$ cat config.mk
export PLATFORM = sky130hd
export DESIGN_NAME = seq_shift_right
export DESIGN_NICKNAME = d
export VERILOG_FILES = /design/src/rtl/seq_shift_right.sv
export SDC_FILE = /design/constraint.sdc
export NUM_CORES = 1
export LEC_CHECK = 0
export ABC_CLOCK_PERIOD_IN_PS = 6000
export CAP_MARGIN = 15
export CORE_MARGIN = 10
export CORE_UTILIZATION = 48
export DETAILED_ROUTE_END_ITERATION = 8
export PLACE_DENSITY_LB_ADDON = 0.15
export SLEW_MARGIN = 10
export SYNTH_ARGS = -nofsm -noshare
export SYNTH_HDL_FRONTEND = slang
export SYNTH_SLANG_ARGS = --single-unit
$ cat constraint.sdc
create_clock -name clock -period 6 [get_ports clock]
set_input_delay 0.6 -clock clock [delete_from_list [all_inputs] [get_ports clock]]
set_output_delay 0.6 -clock clock [all_outputs]
set_load 0.02 [all_outputs]
$ cat src/rtl/seq_shift_right.sv
// Multi-cycle 32-bit right shifter: one shift-amount bit per clock (16/8/4/2/1)
// through a single shared stage, logical or arithmetic fill.
module seq_shift_right (
    input  logic        clock,
    input  logic        reset_n,
    input  logic        ctrl_shift,
    input  logic        ctrl_arith,
    input  logic [31:0] dataIn,
    input  logic [4:0]  shiftamt,
    output logic [31:0] dataOut,
    output logic        data_resultRDY,
    output logic        busy
);

    // Handshake: a request is accepted on any rising edge where ctrl_shift=1 and
    // busy=0; busy then stays high for exactly five cycles, and data_resultRDY
    // pulses for one cycle with dataOut valid. Requests while busy are dropped.
    typedef enum logic {
        IDLE  = 1'b0,
        SHIFT = 1'b1
    } state_t;

    state_t      state;
    state_t      state_next;
    logic [2:0]  stage;
    logic [31:0] work;
    logic [4:0]  amt;
    logic        fill;

    logic        accept;
    logic        last_stage;
    logic        stage_sel;
    logic [31:0] shifted;
    logic [31:0] stage_out;

    always_comb begin
        state_next = state;
        accept     = 1'b0;
        last_stage = 1'b0;
        case (state)
            IDLE: begin
                if (ctrl_shift) begin
                    accept     = 1'b1;
                    state_next = SHIFT;
                end
            end
            SHIFT: begin
                if (stage == 3'd4) begin
                    last_stage = 1'b1;
                    state_next = IDLE;
                end
            end
            default: state_next = IDLE;
        endcase
    end

    // Stage k shifts by 16>>k when amount bit 4-k is set; vacated bits take fill.
    always_comb begin
        shifted   = work;
        stage_sel = 1'b0;
        case (stage)
            3'd0: begin shifted = {{16{fill}}, work[31:16]}; stage_sel = amt[4]; end
            3'd1: begin shifted = {{8{fill}},  work[31:8]};  stage_sel = amt[3]; end
            3'd2: begin shifted = {{4{fill}},  work[31:4]};  stage_sel = amt[2]; end
            3'd3: begin shifted = {{2{fill}},  work[31:2]};  stage_sel = amt[1]; end
            3'd4: begin shifted = {fill,       work[31:1]};  stage_sel = amt[0]; end
            default: begin shifted = work; stage_sel = 1'b0; end
        endcase
        stage_out = stage_sel ? shifted : work;
    end

    always_ff @(posedge clock or negedge reset_n) begin
        if (!reset_n) begin
            state <= IDLE;
        end else begin
            state <= state_next;
        end
    end

    always_ff @(posedge clock or negedge reset_n) begin
        if (!reset_n) begin
            stage          <= 3'd0;
            work           <= 32'h0;
            amt            <= 5'd0;
            fill           <= 1'b0;
            dataOut        <= 32'h0;
            data_resultRDY <= 1'b0;
        end else begin
            data_resultRDY <= last_stage;
            if (accept) begin
                work  <= dataIn;
                amt   <= shiftamt;
                fill  <= ctrl_arith & dataIn[31];
                stage <= 3'd0;
            end else if (state == SHIFT) begin
                work <= stage_out;
                if (last_stage) begin
                    dataOut <= stage_out;
                    stage   <= 3'd0;
                end else begin
                    stage <= stage + 3'd1;
                end
            end
        end
    end

    assign busy = (state == SHIFT);

endmodule

==> run_results.csv, run 1 <==
group,metric,value,unit
floorplan,core,9730,sq um
critical_path,start_kind,"flop",
clock_tree,clk_path_buf_depth,2,
finish,post-route-cell-area,5760,sq um
pwr,p_leak,2.33,nW
floorplan,dieArea,14300,sq um
drt,vias,4349,
floorplan,rows,36,
outcome,status,"complete, but fails checks",
yosys,synth_cell_type_count,35,
clock_tree,cts-resized-gates,0,
job,maxCapViolations,0,
clock_tree,root_buffer,"clkbuf_8",
floorplan,ioPinCount,75,
timing,fin_skew,19.7,ps
pwr,power.total,3.78,mW
clock_tree,clock_latency,350,ps
floorplan,die_h,120,microns
yosys,synth_cells,510,
pwr,ir_worst_vdd,0.516,mV
global_route,use_met1,26.0,%
placement,portBuffers,74,
timing,worst_slack,2660,ps
timing,min_period_over_period,55.7,%
placement,dpl_worst_slack,2320,ps
min_path,holdCritPathClass,"in2async",
critical_path,worstSetupPathType,"reg2reg",
critical_path,path_max_fanout,29,
timing,timing.hold.ws,395,ps
pwr,seqPwrFrac,29.6,%
global_route,met2_usage,29.5,%
pwr,p_per_area,657,nW/um^2
outcome,violations,"design-rule violations",
clock_tree,htree_levels,3,
finish,area_growth,20.9,%
yosys,yosysTopAreaCell,"dfrtp_1",
clock_tree,cts.sinks,75,
pwr,sw_frac_of_total,46.7,%
timing,max_freq,0.299,GHz
timing,fin_tns_setup,0,ps
pwr,combPwrFrac,57.8,%
clock_tree,cts_hold_buf,0,
critical_path,max_stage_delay,880,ps
global_route,grt-busiest-layer,"met2",
timing,slew_headroom,26.1,%
critical_path,r2r_slack,2660,ps
yosys,syn_area,4770,sq um
timing,finalHoldViolations,0,
drt,finalWirelength,13800,microns
critical_path,cp-end-kind,"flop",
critical_path,worst-path-buf-inv,2,
pwr,clkPwrFrac,12.6,%
drt,drtAntennaViolNets,0,
clock_tree,cts_setup_buffers,0,
yosys,ys_seq_area_share,39.4,%
timing,setup_violations,0,
global_route,grtUsageTotal,18.9,%
yosys,synth_area_leaders,"dfrtp_1 (39%), mux2_2 (9.5%), nand2_1 (7.2%), o31ai_1 (6.1%), a22o_1 (3.7%)",
floorplan,fp.dieW,120,microns
clock_tree,path_clk_slew,90,ps
finish,fin_nets,599,
critical_path,crit_chain,"inv_1 -> buf_4 -> ha_1 -> a32o_1 -> nand2_1 -> o21ai_0 -> o31ai_1",
drt,first_pass_iters,9,
placement,gp_congestion,0.877,
critical_path,cp_slowest_cell,"a32o_1",
drt,via_per_inst,6.30,
pwr,p_switching,1.77,mW
critical_path,cp_data_arrival_time,3550,ps
global_route,grt_pass1_vias,4343,
clock_tree,numCtsBuffers,9,
drt,drt-initial-drc-count,519,
placement,dp_hpwl,9160,microns
global_route,grt_pass1_wl,22900,microns
clock_tree,tritoncts,"done",
yosys,syn_nets,556,
placement,placement.cell_area,5480,sq um
floorplan,initial_utilization,49.0,%
critical_path,required,6200,ps
timing,fin_crit,3340,ps
finish,nFillCells,884,
timing,rsz0062_at_grt,"false",
yosys,avgSynthCellArea,9.34,sq um
yosys,yosysWarningCount,0,
timing,drv_slew,0,
global_route,grt_max_degree,76,
critical_path,cpLargestDelayFamily,"compound AO/OA/AOI/OAI gates",
finish,n_antenna_cell,0,
global_route,use_met3,2.95,%
drt,drc,3,
yosys,ys_seq_elements,75,
global_route,antenna_found_initial,0,
drt,routedWlPerCell,20.1,microns
yosys,synth.top_cell.area_share,39.4,%
pwr,intPower,2.02,mW
global_route,overflow,0,
timing,max_slew.worst_pin.slew,1110,ps
finish,drive_gt1_share,12.6,%
-- cell type report --
class | count | area (sq um) | area share [%]
repair buffers | 83 | 828 | 14.4
multi-input cells | 378 | 2630 | 45.6
well taps | 133 | 166 | 2.89
clock inverters | 4 | 98.8 | 1.72
clock buffers | 11 | 141 | 2.45
flip-flops and latches | 75 | 1880 | 32.6
inverters | 6 | 22.5 | 0.391
-- metrics by stage --
step	util, %	instances
finish	59.2	690
global route	59.2	690
CTS	58.8	688
detailed placement	56.3	673
global placement	56.3	673
floorplan	-	510
-- worst paths after layout --
check / depth (start not counted) / start / endpoint
worst min-delay path: 1 / reset_n / dataOut[18]
min in group clock: 2 / dataOut[4] / dataOut[4]
max in group asynchronous: 1 / reset_n / fill
worst min register to register: 2 / dataOut[4] / dataOut[4]
worst max-delay path: 7 / stage[2] / work[16]
worst max register to register: 7 / stage[2] / work[16]
-- placed cells by master, fill, tap and decap left out, drive strengths merged, types with 6 or more instances in the layout --
cell | netlist | layout
mux2 | 43 | 43
a22o | 20 | 20
dfrtp | 75 | 75
a32oi | 18 | 18
nor2b | 9 | 9
a21oi | 18 | 18
buf | 26 | 11
o31ai | 39 | 39
o22ai | 18 | 18
clkbuf | 25 | 11
nand2 | 91 | 91
nand2b | 16 | 16
clkdlybuf4s50 | 0 | 72
o32ai | 10 | 10
o21ai | 35 | 35
or3 | 10 | 10
a222oi | 15 | 15
a211oi | 12 | 12
inv | 6 | 6
-- power groups by stage --
stage / Combinational (mW) / Clock, mW / Sequential [mW]
2_1_floorplan: 1.53 / 0 / 1.10
3_3_place_gp: 2.12 / 0 / 1.11
3_5_place_dp: 2.16 / 0 / 1.12
4_1_cts: 2.17 / 0.481 / 1.11
5_1_grt: 2.41 / 0.509 / 1.16
6_report: 2.18 / 0.478 / 1.12
-- cells in the mapped netlist (all sizes together) --
master and count:
clkbuf 25, buf 26, o32ai 10, nor3 1, a211oi 12, and2 1
a32oi 18, nand3 1, nor2b 9, inv 6, o22ai 18, or3 10
a2111oi 4, nor2 2, a22o 20, ha 5, o21a 1, dfrtp 75
a222oi 15, nand2b 16, a32o 5, o21ai 35, o31ai 39, mux2 43
a21oi 18, nand2 91, mux2i 4
-- registers in the layout, indices dropped and copies added, names as in the netlist --
signal / cells
stage: 3
dataOut: 32
fill: 1
data_resultRDY: 1
busy: 1
amt: 5
work: 32
-- cell families after synthesis --
kind of cell / count (synthesis) / synth area share (%)
compound gates: 195 / 30.5
fa+ha+maj: 5 / 1.31
buf+inv: 57 / 5.54
flops: 75 / 39.4
mux: 47 / 11.0
simple gates: 131 / 12.3
-- layer usage --
metal / wire length (microns) / share of wire [%] / up-vias
li1: - / - / 2040
met1: 6260 / 45 / 2120
met2: 6490 / 47 / 173
met3: 903 / 6.5 / 16
met4: 186 / 1.3 / 0
met5: 0 / 0 / -
Note: power is estimated with default switching activity, not from simulation.
==> run 2: changes to the inputs <==
ABC_CLOCK_PERIOD_IN_PS = 3320   (was 6000)
clock period = 3.32 ns   (was 6 ns; I/O delays follow)
==> run_results.csv, run 2 (synthesis results as in run 1) <==
group,metric,value,unit
placement,dp_hpwl,9230,microns
timing,max_freq,0.380,GHz
clock_tree,numCtsBuffers,9,
pwr,ir_worst_vdd,0.650,mV
timing,rsz0062_at_grt,"false",
drt,drc,0,
clock_tree,tritoncts,"done",
global_route,grt_max_degree,76,
global_route,grt_pass1_wl,22400,microns
critical_path,cp-end-kind,"flop",
critical_path,cpLargestDelayFamily,"compound AO/OA/AOI/OAI gates",
finish,layout_common_cells,"nand2_1 (90), dfrtp_1 (75), clkdlybuf4s50_1 (72)",
critical_path,worst-path-buf-inv,1,
clock_tree,path_clk_slew,80,ps
finish,area_growth,21.3,%
clock_tree,clk_path_buf_depth,2,
critical_path,cp_data_arrival_time,2850,ps
job,maxCapViolations,0,
global_route,antenna_found_initial,0,
timing,finalHoldViolations,0,
floorplan,initial_utilization,49.0,%
global_route,grtUsageTotal,18.6,%
critical_path,cp_common_cell,"ha_1",
timing,slew_headroom,37.0,%
timing,fin_skew,7.39,ps
floorplan,fp.dieW,120,microns
finish,drive_gt1_share,13.7,%
floorplan,core,9730,sq um
floorplan,dieArea,14300,sq um
pwr,power.total,6.86,mW
pwr,p_leak,2.35,nW
clock_tree,htree_levels,3,
timing,fin_tns_setup,0,ps
clock_tree,cts.sinks,75,
global_route,grt_pass1_vias,4233,
drt,routedWlPerCell,19.5,microns
drt,first_pass_iters,7,
timing,setup_violations,0,
drt,drt-initial-drc-count,405,
global_route,overflow,0,
critical_path,crit_chain,"ha_1 -> ha_1 -> buf_4 -> a32o_1 -> nand2_1 -> o21ai_0 -> o31ai_1",
clock_tree,cts_hold_buf,0,
finish,nFillCells,878,
critical_path,required,3540,ps
clock_tree,cts_setup_buffers,0,
timing,fin_crit,2630,ps
timing,drv_slew,0,
critical_path,worstSetupPathType,"reg2reg",
drt,vias,4418,
drt,via_per_inst,6.34,
drt,finalWirelength,13600,microns
min_path,holdCritPathClass,"in2async",
critical_path,path_max_fanout,32,
timing,max_slew.worst_pin.slew,945,ps
critical_path,start_kind,"flop",
drt,drtAntennaViolNets,0,
outcome,status,"completed",
clock_tree,clock_latency,350,ps
timing,min_period_over_period,79.2,%
floorplan,die_h,120,microns
clock_tree,cts-resized-gates,0,
clock_tree,root_buffer,"clkbuf_8",
finish,n_antenna_cell,0,
critical_path,cp_slowest_cell,"a32o_1",
placement,gp_congestion,0.867,
placement,portBuffers,74,
pwr,p_per_area,1190,nW/um^2
floorplan,rows,36,
floorplan,ioPinCount,75,
finish,layout_commonest_cell,"nand2_1",
finish,top_regs,"dataOut: 32 flops, work: 32 flops, amt: 5 flops",
critical_path,max_stage_delay,580,ps
finish,finalCoreUtilization,59.4,%
finish,fin_nets,605,
-- run 2: cell count changes in the layout (fill, tap and decap cells not counted), sizes merged --
cell    delta
clkinv     +1
buf        +6
-- run 2: stage by stage --
step           instance area [sq um]  setup WS, ps  std cells  hold WS [ps]
2_1_floorplan                   4770           930        510          36.4
3_3_place_gp                    5540           843        681           463
3_5_place_dp                    5540           704        681           470
4_1_cts                         5780           675        697           169
5_1_grt                         5780           475        697           196
6_report                        5780           692        697           121
-- run 2: layer usage --
layer	vias up	global-route usage (%)	share of wire, %
met5	-	0	0
met4	0	4.98	1.3
met3	15	4.55	7.0
met2	191	30.0	47
met1	2153	24.5	44
li1	2059	-	-
-- run 2: path summary, 6_finish.rpt --
path                       startpoint    endpoint  depth (start not counted)  slack, ps
setup / recovery             stage[0]    work[17]                          7        690
hold / removal                reset_n    work[17]                          1        120
setup reg to reg             stage[0]    work[17]                          7        690
hold reg to reg            dataOut[1]  dataOut[1]                          2        490
max in group asynchronous     reset_n    work[25]                          1       2580
min in group clock         dataOut[1]  dataOut[1]                          2        490
-- run 2: worst reg2reg max path: stages (launching register included) --
cell and delay (ps):
dfrtp_1 410, ha_1 180, ha_1 180, buf_4 310, a32o_1 580, nand2_1 360
o21ai_0 360, o31ai_1 120
-- run 2: layout make-up --
class / instances / area [sq um] / share of cell area, %
Timing Repair Buffer: 89 / 846 / 14.6
Tap cell: 133 / 166 / 2.88
Clock buffer: 11 / 141 / 2.45
Sequential cell: 75 / 1880 / 32.5
Inverter: 6 / 22.5 / 0.390
Multi-Input combinational cell: 378 / 2630 / 45.5
Clock inverter: 5 / 100 / 1.73
-- run 2: power breakdown --
| group | internal, mW | total [mW] | switching, mW | leakage, nW |
|---|---|---|---|---|
| combinational | 1.74 | 4.01 | 2.26 | 1.31 |
| clock | 0.518 | 0.873 | 0.355 | 0.123 |
| sequential | 1.39 | 1.98 | 0.593 | 0.921 |
